--- src/rtl/dds_spi_loader.sv ---
// rtl/dds_spi_loader.sv - serialises the five-word DDS register set over a 3-wire SPI link
module dds_spi_loader #(
    parameter int          CLK_DIV    = 4,
    parameter int          GAP        = 4,
    parameter logic [15:0] RESET_WORD = 16'h2100
) (
    input  logic        SYS_CLK,
    input  logic        RST_N,
    input  logic [7:0]  dds_control_reg,
    input  logic [15:0] dds_frequency_reg0_LSB,
    input  logic [15:0] dds_frequency_reg0_MSB,
    input  logic [15:0] dds_phase_reg0,
    input  logic [15:0] dds_exit_reset,
    output logic        DDS_SCLK,
    output logic        DDS_SDATA,
    output logic        DDS_FSYNC,
    output logic        busy,
    output logic        done
);

    localparam logic [2:0] ST_IDLE      = 3'd0;
    localparam logic [2:0] ST_LOAD      = 3'd1;
    localparam logic [2:0] ST_FS_SETUP  = 3'd2;
    localparam logic [2:0] ST_SCLK_LOW  = 3'd3;
    localparam logic [2:0] ST_SCLK_HIGH = 3'd4;
    localparam logic [2:0] ST_FS_HOLD   = 3'd5;
    localparam logic [2:0] ST_GAP       = 3'd6;
    localparam logic [2:0] ST_DONE      = 3'd7;

    localparam logic [7:0] DIV_RELOAD = 8'(CLK_DIV - 1);
    localparam logic [7:0] GAP_RELOAD = 8'(GAP - 1);

    logic [2:0]  state;
    logic [2:0]  state_nxt;
    logic [7:0]  half_cnt;
    logic [3:0]  bit_idx;
    logic [2:0]  word_idx;
    logic [15:0] shadow [0:4];
    logic [15:0] cur_word;
    logic        sync_q1;
    logic        sync_q2;
    logic        edge_q;
    logic        req_pending;
    logic        rise;
    logic        tick;
    logic        in_frame;
    logic        unused_ctl;

    assign unused_ctl = ^dds_control_reg[7:1];

    // Load request crosses from the SCL domain through a 2-flop synchroniser
    always_ff @(posedge SYS_CLK or negedge RST_N) begin
        if (!RST_N) begin
            sync_q1     <= 1'b0;
            sync_q2     <= 1'b0;
            edge_q      <= 1'b0;
            req_pending <= 1'b0;
        end else begin
            sync_q1     <= dds_control_reg[0];
            sync_q2     <= sync_q1;
            edge_q      <= sync_q2;
            // A new edge landing on the LOAD cycle must survive the clear
            req_pending <= rise | (req_pending & (state != ST_LOAD));
        end
    end

    assign rise = sync_q2 & ~edge_q;
    assign tick = (half_cnt == 8'd0);

    always_comb begin
        state_nxt = state;
        case (state)
            ST_IDLE:      if (req_pending || rise) state_nxt = ST_LOAD;
            ST_LOAD:      state_nxt = ST_FS_SETUP;
            ST_FS_SETUP:  if (tick) state_nxt = ST_SCLK_LOW;
            ST_SCLK_LOW:  if (tick) state_nxt = (bit_idx == 4'd0) ? ST_FS_HOLD : ST_SCLK_HIGH;
            ST_SCLK_HIGH: if (tick) state_nxt = ST_SCLK_LOW;
            ST_FS_HOLD:   if (tick) state_nxt = ST_GAP;
            ST_GAP:       if (tick) state_nxt = (word_idx == 3'd4) ? ST_DONE : ST_FS_SETUP;
            ST_DONE:      state_nxt = ST_IDLE;
            default:      state_nxt = ST_IDLE;
        endcase
    end

    always_ff @(posedge SYS_CLK or negedge RST_N) begin
        if (!RST_N) begin
            state    <= ST_IDLE;
            half_cnt <= 8'd0;
            bit_idx  <= 4'd0;
            word_idx <= 3'd0;
        end else begin
            state <= state_nxt;
            if (state_nxt != state)
                half_cnt <= (state_nxt == ST_GAP) ? GAP_RELOAD : DIV_RELOAD;
            else if (!tick)
                half_cnt <= half_cnt - 8'd1;
            case (state)
                ST_LOAD: begin
                    word_idx <= 3'd0;
                    bit_idx  <= 4'd15;
                end
                ST_SCLK_LOW: if (tick && bit_idx != 4'd0) bit_idx <= bit_idx - 4'd1;
                ST_GAP: if (tick && word_idx != 3'd4) begin
                    word_idx <= word_idx + 3'd1;
                    bit_idx  <= 4'd15;
                end
                default: ;
            endcase
        end
    end

    // Words are frozen here so register writes mid-sequence only affect the next load
    always_ff @(posedge SYS_CLK) begin
        if (state == ST_LOAD) begin
            shadow[0] <= RESET_WORD;
            shadow[1] <= dds_frequency_reg0_LSB;
            shadow[2] <= dds_frequency_reg0_MSB;
            shadow[3] <= dds_phase_reg0;
            shadow[4] <= dds_exit_reset;
        end
    end

    always_comb begin
        cur_word = 16'h0000;
        case (word_idx)
            3'd0:    cur_word = shadow[0];
            3'd1:    cur_word = shadow[1];
            3'd2:    cur_word = shadow[2];
            3'd3:    cur_word = shadow[3];
            3'd4:    cur_word = shadow[4];
            default: cur_word = 16'h0000;
        endcase
    end

    assign in_frame  = (state == ST_FS_SETUP) || (state == ST_SCLK_LOW) ||
                       (state == ST_SCLK_HIGH) || (state == ST_FS_HOLD);
    assign DDS_SCLK  = (state != ST_SCLK_LOW);
    assign DDS_FSYNC = ~in_frame;
    assign DDS_SDATA = in_frame & cur_word[bit_idx];
    assign busy      = (state != ST_IDLE);
    assign done      = (state == ST_DONE);

endmodule
--- config.mk ---
export PLATFORM = sky130hd
export DESIGN_NAME = dds_spi_loader
export DESIGN_NICKNAME = d
export VERILOG_FILES = /design/src/rtl/dds_spi_loader.sv
export SDC_FILE = /design/constraint.sdc
export NUM_CORES = 1
export LEC_CHECK = 0
export ABC_AREA = 1
export CORE_MARGIN = 2
export CORE_UTILIZATION = 25
export CTS_CLUSTER_SIZE = 30
export DETAILED_ROUTE_END_ITERATION = 7
export HOLD_SLACK_MARGIN = 0.1
export PLACE_DENSITY = 0.52
export SLEW_MARGIN = 10
export SYNTH_ARGS = -nofsm -noshare
export SYNTH_HDL_FRONTEND = slang
export SYNTH_SLANG_ARGS = --single-unit
--- constraint.sdc ---
create_clock -name SYS_CLK -period 5.69 [get_ports SYS_CLK]
set_clock_uncertainty 0.2 [all_clocks]
set_input_delay 1.4225 -clock SYS_CLK [delete_from_list [all_inputs] [get_ports SYS_CLK]]
set_output_delay 1.4225 -clock SYS_CLK [all_outputs]
set_load 0.01 [all_outputs]
Yosys cells after proc, flatten, opt, wreduce, memory -nomap -nowiden
Memories as Yosys holds them, arrays and structs flattened.
Index checks and enable logic that the tools add are counted.
{ "op_classes": {"addsub": 3, "bitwise": 6, "reduce_logical": 17, "order_cmp": 1, "n_eq_ne": 18, "n_mux": 20} }
{ "op_table": {"columns": ["operator", "count"], "rows": [
  ["$pmux W16 S5", 1],
  ["$mux W3", 7],
  ["$pmux W3 S7", 1],
  ["$mux W8", 2],
  ["$eq A3 B3 Y1 const B", 5],
  ["$eq A3 B2 Y1 const B", 4],
  ["$pmux W4 S3", 1],
  ["$logic_not A8 Y1", 1],
  ["$mux W4", 2],
  ["$sub A8 B1 Y8 const B", 1],
  ["$eq A3 B1 Y1 const B", 2],
  ["$logic_not A3 Y1", 2],
  ["$pmux W3 S2", 1],
  ["$reduce_bool A3 Y1", 2],
  ["$lt A4 B5 Y1 const B", 1],
  ["$bmux W1 S4", 1],
  ["$logic_not A4 Y1", 1],
  ["$logic_or A1 B1 Y1", 4],
  ["$mux W1", 4],
  ["$ne A2 B2 Y1 const B", 2],
  ["$reduce_bool A4 Y1", 1],
  ["$sub A4 B1 Y4 const B", 1],
  ["$add A3 B1 Y3 const B", 1],
  ["$and A1 B1 Y1", 3],
  ["12 further kinds", 14]
]} }
{ "word_totals": {"wordCells": 74, "n_memories": 1, "regBits": 22, "ram_bits": 80, "in_bits": 74} }
{ "mem_list": {"columns": ["memory", "words", "word_bits", "rd", "rd_clocked_by_memory_dff", "write_ports", "line_no", "text"], "rows": [
  ["shadow", 5, 16, 5, 0, 5, "38", "logic [15:0] shadow [0:4];"]
]} }

Longest topological paths before layout
Gate-level depths: netlist (run 1).
{ "depth": {"word_depth": 7, "mapped_depth": 14} }

Worst setup path before layout (run 1)
Ideal clock, no wire load.
{ "synth_path": {"kind": "flip-flop to flip-flop", "startpoint": "register state[0]", "endpoint": "register word_idx[0]", "setup_time_ns": 0.128, "setup_slack_ns": 1.472, "t_arrival_ns": 3.890, "path_stages_with_launch": 10, "path_buffers": 0, "cell_sequence": "dfrtp_1 -> inv_2 -> nor2_1 -> inv_1 -> nor2_1 -> inv_1 -> nand2_1 -> inv_1 -> nand2_1 -> o21ai_0"} }
{ "synth_via": {"elab_chain_cells": 3, "word_cells_on_any_way": 6, "classes_between": "3 x eq/ne; 1 x mux; 2 x reduce/logical"} }
{ "synth_rtl": {"columns": ["item", "line_no", "text"], "rows": [
  ["start, declared", "33", "logic [2:0] state;"],
  ["start signal, assigned", "92", "state <= state_nxt;"],
  ["$eq A3 B3 Y1 or $eq A3 B1 Y1 (tied branches)", "97", "case (state)"],
  ["$ne A2 B2 Y1 (no source line) or $reduce_bool A2 Y1 (tied branches)", null, null],
  ["$reduce_and A2 Y1 (no source line)", null, null],
  ["end signal, assigned", "104", "word_idx <= word_idx + 3'd1;"],
  ["end, declared", "37", "logic [2:0] word_idx;"]
]} }
Parallel ways exist; a longest one is shown, timed or not.
A chain may end at the register's enable or synchronous reset.

Worst setup path after layout (run 1)
{ "layout_path": {"startpoint": "register word_idx[1]", "endpoint": "output port DDS_SDATA"} }
{ "layout_via": {"elab_chain_cells": 5, "word_cells_on_any_way": 9, "classes_between": "4 x eq/ne; 3 x mux; 1 x bitwise; 1 x reduce/logical"} }
{ "layout_rtl": {"columns": ["item", "line_no", "text"], "rows": [
  ["$eq A3 B3 Y1 (tied with other cells)", "125", "case (word_idx)"],
  ["$pmux W16 S5 *", "125", null],
  ["$bmux W1 S4 *", "139", "assign DDS_SDATA = in_frame & cur_word[bit_idx];"],
  ["$mux W1 (not written as such) *", "139", null],
  ["$and A1 B1 Y1 *", "139", null],
  ["end, declared", "15", "output logic DDS_SDATA,"]
]} }
Mark *: on every way between the ends. The rest lies on a longest branch, timed or not. The select of a mux whose other input is x is not followed.

==> impl_results.md, run 1 <==
* Status: finished clean
* CP max stage cell: nor2_2
* Clock share of power at 27.7%
* Post-route insts no fill at 624
* Peak VDD IR at 158 uV
* Global-route wire length before repair at 13.9 mm
* Setup Crit Path Kind: reg2out
* Worst flop-to-flop path startpoint: state[0]$_DFF_PN0_
* Combinational fraction of design power at 25.6%
* Total track usage at 11.5%
* PD cells at 401 mW/mm2
* Min-Delay Path Depth at 0
* Post-Place Cells at 608
* Clk_lat worst skew at 350 ps
* Warnings from Yosys at 0
* Clock buffer depth at 2
* Max Cap Violations at 0
* Crit path cell chain: inv_1 -> ha_1 -> inv_1 -> nor2_2 -> nand2_1 -> nand2_1 -> inv_1 -> nand2_1 -> nand3_1 -> nand2_1 -> nand2_1 -> nand2_1 -> nand2_1 -> nor2_1 -> clkdlybuf4s50_1
* Root Buffer: clkbuf_16
* Max Fclk at 0.216 GHz
* Initial antenna violation count at 0
* EDFF count, synth at 64
* Post-cts resize count at 0
* Setup_tns at 0 ps
* Vias in the first global route at 2700
* Num Clock Sinks at 86
* Delay-heaviest family, CP: simple AND/OR/NAND/NOR gates
* # setup viols final at 0
* Vias per std cell at 4.30
* Setup crit start kind: register
* Largest family of logic cells by synthesized area: simple AND/OR/NAND/NOR gates
* # DRC at 0
* GR Overflow Total at 0
* Sequential fraction of the synthesis area at 65.3%
* Post-synthesis cell area at 0.00378 mm2
* Fill cells at 1526
* Worst R2R Setup Slack at 3070 ps
* Cell Area, Placed at 0.00470 mm2
* Synth Area in XOR/XNOR at 1.39%
* Top cell type's share of synthesized area at 50.8%
* Internal at 1.36 mW
* Final ANT Viol Nets at 0
* Final Instance Area at 0.00497 mm2
* Number of CTS-inserted buffers at 9
* Relative slew margins at 28.9%
* CP Max Fanout at 17
* Yosys cell types at 29
* Crit path DAT at 3000 ps
* Antenna diode count at 0
* Vias at 2683
* Simple-gate share of the synthesized area at 21.7%
* Kind of end point of the critical path: output pin
* Layout cells sized above 1 at 7.50%
* Largest net degree at the start of global routing at 42
* Synth Area in Compound Gates at 4.10%
* Post-CTS Setup Bufs at 0
* Final WL at 8.72 mm
* Post-synth top area cell: edfxtp_1
* Post-layout min period at 4630 ps
* I/O Pins at 79
* Gate Count Post-Synth at 360
* Post-synthesis adder-cell area fraction at 2.65%
* Endpoints failing hold at 0
* Unrepaired setup endpoints after global routing: no
* Core outline area at 0.0146 mm2
* Main synth FF type: edfxtp_1
* Most common cell on crit path: nand2_1
* Min-delay src: sync_q1$_DFF_PN0_
* Total die area at 0.0161 mm2
* Worst reg2reg path depth at 10
* Final Max Slew Viols at 0
* H-tree levels at 3
* Synth Register Bits at 86
* CTS tree: built
* FFs w/ async S/R, synth at 25.6%
* Detailed Routing Iterations Pass 1 at 4
* Final Cycle Share at 81.3%
* Multiplexer share of the synthesized area at 0%
* Worst-Margin Slew at 1060 ps
* RR Endpoint: word_idx[0]$_DFFE_PN0P_
* Area Overhead vs Synth at 31.3%
* Row count at 44
* Synth top area cells: edfxtp_1, dfrtp_1, nand2_1
* Die X at 127 um
* WL per Instance at 14.0 um
* Lkg Pwr at 1.90 nW
* Starting Density at 25.8%
* IO Port Bufs at 71
* Reg clk slew, reported paths at 60 ps
* Buf+Inv Stages, Crit Path at 4
* CP required at 4070 ps
* RD Place Congestion at 0.857
* Sw Ratio at 31.5%
* Post-Syn Nets at 442
* Synthesized area per cell at 10.5 um2
* Initial DRC count at 122
* Post-CTS Hold Fix Bufs at 0
* Worst hold path class: reg2reg
* NetSw at 0.628 mW
* Chip height at 127 um
* Final net count at 517
* Crit path largest cell delay at 680 ps
* Worst Hold End: sync_q2$_DFF_PN0_
* Post-DP HPWL at 5.98 mm
* Reg power frac at 46.7%
[stage by stage]
step	utilization, %	hold slack, ps	setup WS [ps]	power [mW]
floorplan	-	131	1470	1.28
global placement	32.1	137	1400	1.45
detailed placement	32.1	137	1380	1.46
CTS	33.9	151	988	2.02
global route	33.9	159	787	2.11
finish	33.9	148	1060	1.99
[sequential cells by signal, summed over array words and instances (netlist names)]
| register | flops |
|---|---|
| shadow | 64 |
| edge_q | 1 |
| state | 3 |
| word_idx | 3 |
| bit_idx | 4 |
| sync_q1 | 1 |
| req_pending | 1 |
| half_cnt | 8 |
| sync_q2 | 1 |
[cells by family after synthesis]
logic type,count (synthesis)
buffers and inverters,45
XOR/XNOR,6
adder cells (fa/ha/maj),8
AND/OR/NAND/NOR,186
flip-flops,86
AO/OA/AOI/OAI,29
[power groups by stage]
stage                     registers [mW]  clock network [mW]  logic, mW
final                              0.931               0.552      0.510
after global routing               0.949               0.594      0.571
after CTS                          0.933               0.569      0.519
after detailed placement           0.944                   0      0.518
after global placement             0.941                   0      0.509
after floorplan                    0.928                   0      0.347
[cells in the final DEF (no fill, tap or decap), types with 2 or more instances in the layout]
master	Yosys	final
nand3_1	27	27
edfxtp_1	64	64
clkbuf_16	0	9
clkbuf_8	0	2
nand2_1	108	108
nor2_2	9	9
inv_1	32	32
nand2_2	2	2
clkdlybuf4s50_1	0	71
ha_1	8	8
dfrtp_1	22	22
clkbuf_1	1	4
o21ai_0	9	9
xnor2_1	4	4
nand4_1	10	10
xor2_1	2	2
inv_2	4	4
a21oi_1	16	16
nor2_1	24	23
nor2_4	2	3
[routing by layer]
layer  up-vias  part of all wire [%]  GRT usage (%)
met1      1244                    47           14.7
met5         -                     0              0
met3        15                   3.9           2.47
met2        72                    47           18.2
li1       1352                     -              -
met4         0                   2.3           6.01
[layout make-up]
cell class | instances | area (um2) | area share [%]
clock inverter | 1 | 5.00 | 0.101
inverter | 37 | 139 | 2.80
timing repair buffer | 72 | 718 | 14.5
tap | 184 | 230 | 4.63
clock buffer | 15 | 268 | 5.39
multi-input combinational | 229 | 1140 | 22.9
sequential | 86 | 2470 | 49.8
[worst max-delay path by stage]
stage                                        from                      end  slack (ps)  cells past startpoint
final                     word_idx[1]$_DFFE_PN0P_                DDS_SDATA        1060                     15
after global routing      word_idx[0]$_DFFE_PN0P_                DDS_SDATA         790                     13
after CTS                 word_idx[1]$_DFFE_PN0P_                DDS_SDATA         990                     15
after detailed placement  word_idx[1]$_DFFE_PN0P_                DDS_SDATA        1380                     15
after global placement    word_idx[1]$_DFFE_PN0P_                DDS_SDATA        1400                     15
after floorplan                state[0]$_DFF_PN0_  word_idx[0]$_DFFE_PN0P_        1470                      9
[synthesized netlist by cell type, types with 4 or more instances]
library cell,number
a21oi_1,16
buf_2,5
dfrtp_1,22
edfxtp_1,64
ha_1,8
inv_1,32
inv_2,4
nand2_1,108
nand3_1,27
nand4_1,10
nor2_1,24
nor2_2,9
o21ai_0,9
xnor2_1,4
Note: power is estimated with default switching activity, not from simulation.
==> run 2, diff against run 1 <==
- PLACE_DENSITY: 0.52 -> 0.54
- clock period: 5.69 -> 4.24 ns (I/O delays scaled with it)
==> run 2 against run 1 <==
Final area is 2.2% higher. Hold slack hardly changed. Wire length is 0.70% lower. Die area stayed put. First-iteration DRC count is 26% lower. Register-to-register slack worse by 1200 ps. Via count is 0.82% higher. Critical endpoint unchanged. Utilization is 0.76 points higher. Count of clock-buffer cells in the layout is 5 lower. Sequential share of layout area is 1.1 points lower. Sequential power is 33% higher.
==> impl_results.md, run 2 (synthesis results as in run 1) <==
* Most frequent cells in the layout: nand2_1, clkdlybuf4s50_1, edfxtp_1
* IO Port Bufs at 71
* Most common cell on crit path: nand2_1
* Register name with the most flops: shadow
* Lkg Pwr at 1.95 nW
* H-tree levels at 3
* Kind of end point of the critical path: output pin
* Reg clk slew, reported paths at 60 ps
* Vias per std cell at 4.30
* Post-layout min period at 3980 ps
* Largest net degree at the start of global routing at 31
* RR Endpoint: shadow[0][34]$_DFFE_PP_
* Endpoints failing hold at 0
* Worst R2R Setup Slack at 1870 ps
* I/O Pins at 79
* Post-CTS Hold Fix Bufs at 0
* Number of CTS-inserted buffers at 9
* Final Power at 2.84 mW
* Area Overhead vs Synth at 34.3%
* Initial antenna violation count at 0
* Global-route wire length before repair at 14.0 mm
* CP required at 2980 ps
* Starting Density at 25.8%
* Final ANT Viol Nets at 0
* Buf+Inv Stages, Crit Path at 3
* Total die area at 0.0161 mm2
* Worst reg2reg path depth at 4
* Worst flop-to-flop path startpoint: state[2]$_DFF_PN0_
* Final net count at 522
* Post-Place Cells at 613
* Setup crit end: DDS_SDATA
* Delay-heaviest family, CP: buffers and inverters
* Core outline area at 0.0146 mm2
* Vias at 2705
* Clk_lat worst skew at 330 ps
* GR Overflow Total at 0
* Final WL at 8.66 mm
* Detailed Routing Iterations Pass 1 at 4
* Worst-Margin Slew at 1010 ps
* CP max stage cell: clkdlybuf4s50_1
* Crit path largest cell delay at 580 ps
* Vias in the first global route at 2768
* Setup Crit Path Kind: reg2out
* WL per Instance at 13.8 um
* Num Clock Sinks at 86
* Crit path depth at 12
* Max reg flops at 64
* Post-route insts no fill at 629
* Peak VDD IR at 212 uV
* CP Max Fanout at 10
* Fill cells at 1507
* RD Place Congestion at 0.843
* # setup viols final at 0
* Setup crit start kind: register
* Leading cell type in the layout, fill and taps excluded: nand2_1
* Die X at 127 um
* Setup_tns at 0 ps
* Fin Hold WS at 148 ps
* Root Buffer: clkbuf_16
* Largest regs: shadow (64), half_cnt (8), bit_idx (4)
* Clock buffer depth at 2
* Unrepaired setup endpoints after global routing: no
* Crit path DAT at 2720 ps
* Total track usage at 11.2%
* Antenna diode count at 0
* Initial DRC count at 90
* Worst hold path class: reg2reg
* CTS tree: built
* Crit path cell chain: inv_1 -> ha_1 -> buf_4 -> a21oi_1 -> nand4_1 -> nand3_1 -> nand2_1 -> nand2_1 -> nand2_1 -> nand2_1 -> nor2_1 -> clkdlybuf4s50_1
* Final Max Slew Viols at 0
* Final Cycle Share at 93.8%
* Max Fclk at 0.251 GHz
* CP startpoint: word_idx[2]$_DFFE_PN0P_
* # DRC at 0
* PD cells at 558 mW/mm2
* Status: finished clean
* Layout cells sized above 1 at 9.21%
* Chip height at 127 um
* Max Cap Violations at 0
* Relative slew margins at 32.2%
* Post-DP HPWL at 6.26 mm
* Row count at 44
-- run 2: cell count changes in the layout (fill, tap and decap cells not counted) --
cell	change
buf_4	+5
clkbuf_8	-2
bufinv_16	+3
clkbuf_1	-3
nor2_2	-1
inv_2	-1
nor2_4	+1
inv_4	+1
clkinvlp_4	+2
-- run 2: worst min-delay path by stage --
stage | from | endpoint | slack (ps) | cells after the start
floorplan | sync_q1$_DFF_PN0_ | sync_q2$_DFF_PN0_ | 130 | 0
global placement | sync_q1$_DFF_PN0_ | sync_q2$_DFF_PN0_ | 140 | 0
detailed placement | sync_q1$_DFF_PN0_ | sync_q2$_DFF_PN0_ | 140 | 0
CTS | sync_q1$_DFF_PN0_ | sync_q2$_DFF_PN0_ | 150 | 0
global route | sync_q1$_DFF_PN0_ | sync_q2$_DFF_PN0_ | 150 | 0
finish | sync_q1$_DFF_PN0_ | sync_q2$_DFF_PN0_ | 150 | 0
-- run 2: what timing repair did --
item	CTS	global route
endpoints found under the hold margin	0	0
endpoints found under the setup margin	0	1
gates resized for setup	0	3
buffers inserted	0	0
-- run 2: layout make-up --
type	instances	area (um2)	area share, %
inverters	37	141	2.78
clock buffers	10	229	4.51
clock inverters	6	110	2.17
well taps	184	230	4.53
repair buffers	77	756	14.9
multi-input cells	229	1140	22.5
flip-flops and latches	86	2470	48.7
-- run 2: where the power goes --
group          switching [mW]  internal (mW)
logic                   0.451          0.252
registers              0.0795           1.16
clock network           0.319          0.575
-- run 2: through the flow --
stage                     worst slack, ps  area (um2)  utilization (%)
final                                 262        5080             34.7
after CTS                             135        5070             34.6
after global routing                 14.8        5080             34.7
after floorplan                      21.8        3780                -
after detailed placement              515        4730             32.3
after global placement                515        4730             32.3
-- run 2: layer usage --
layer,global-route usage (%),share of wire [%]
met1,13.8,45
met2,18.8,49
met3,3.22,4.9
met4,4.01,1.1
met5,0,0
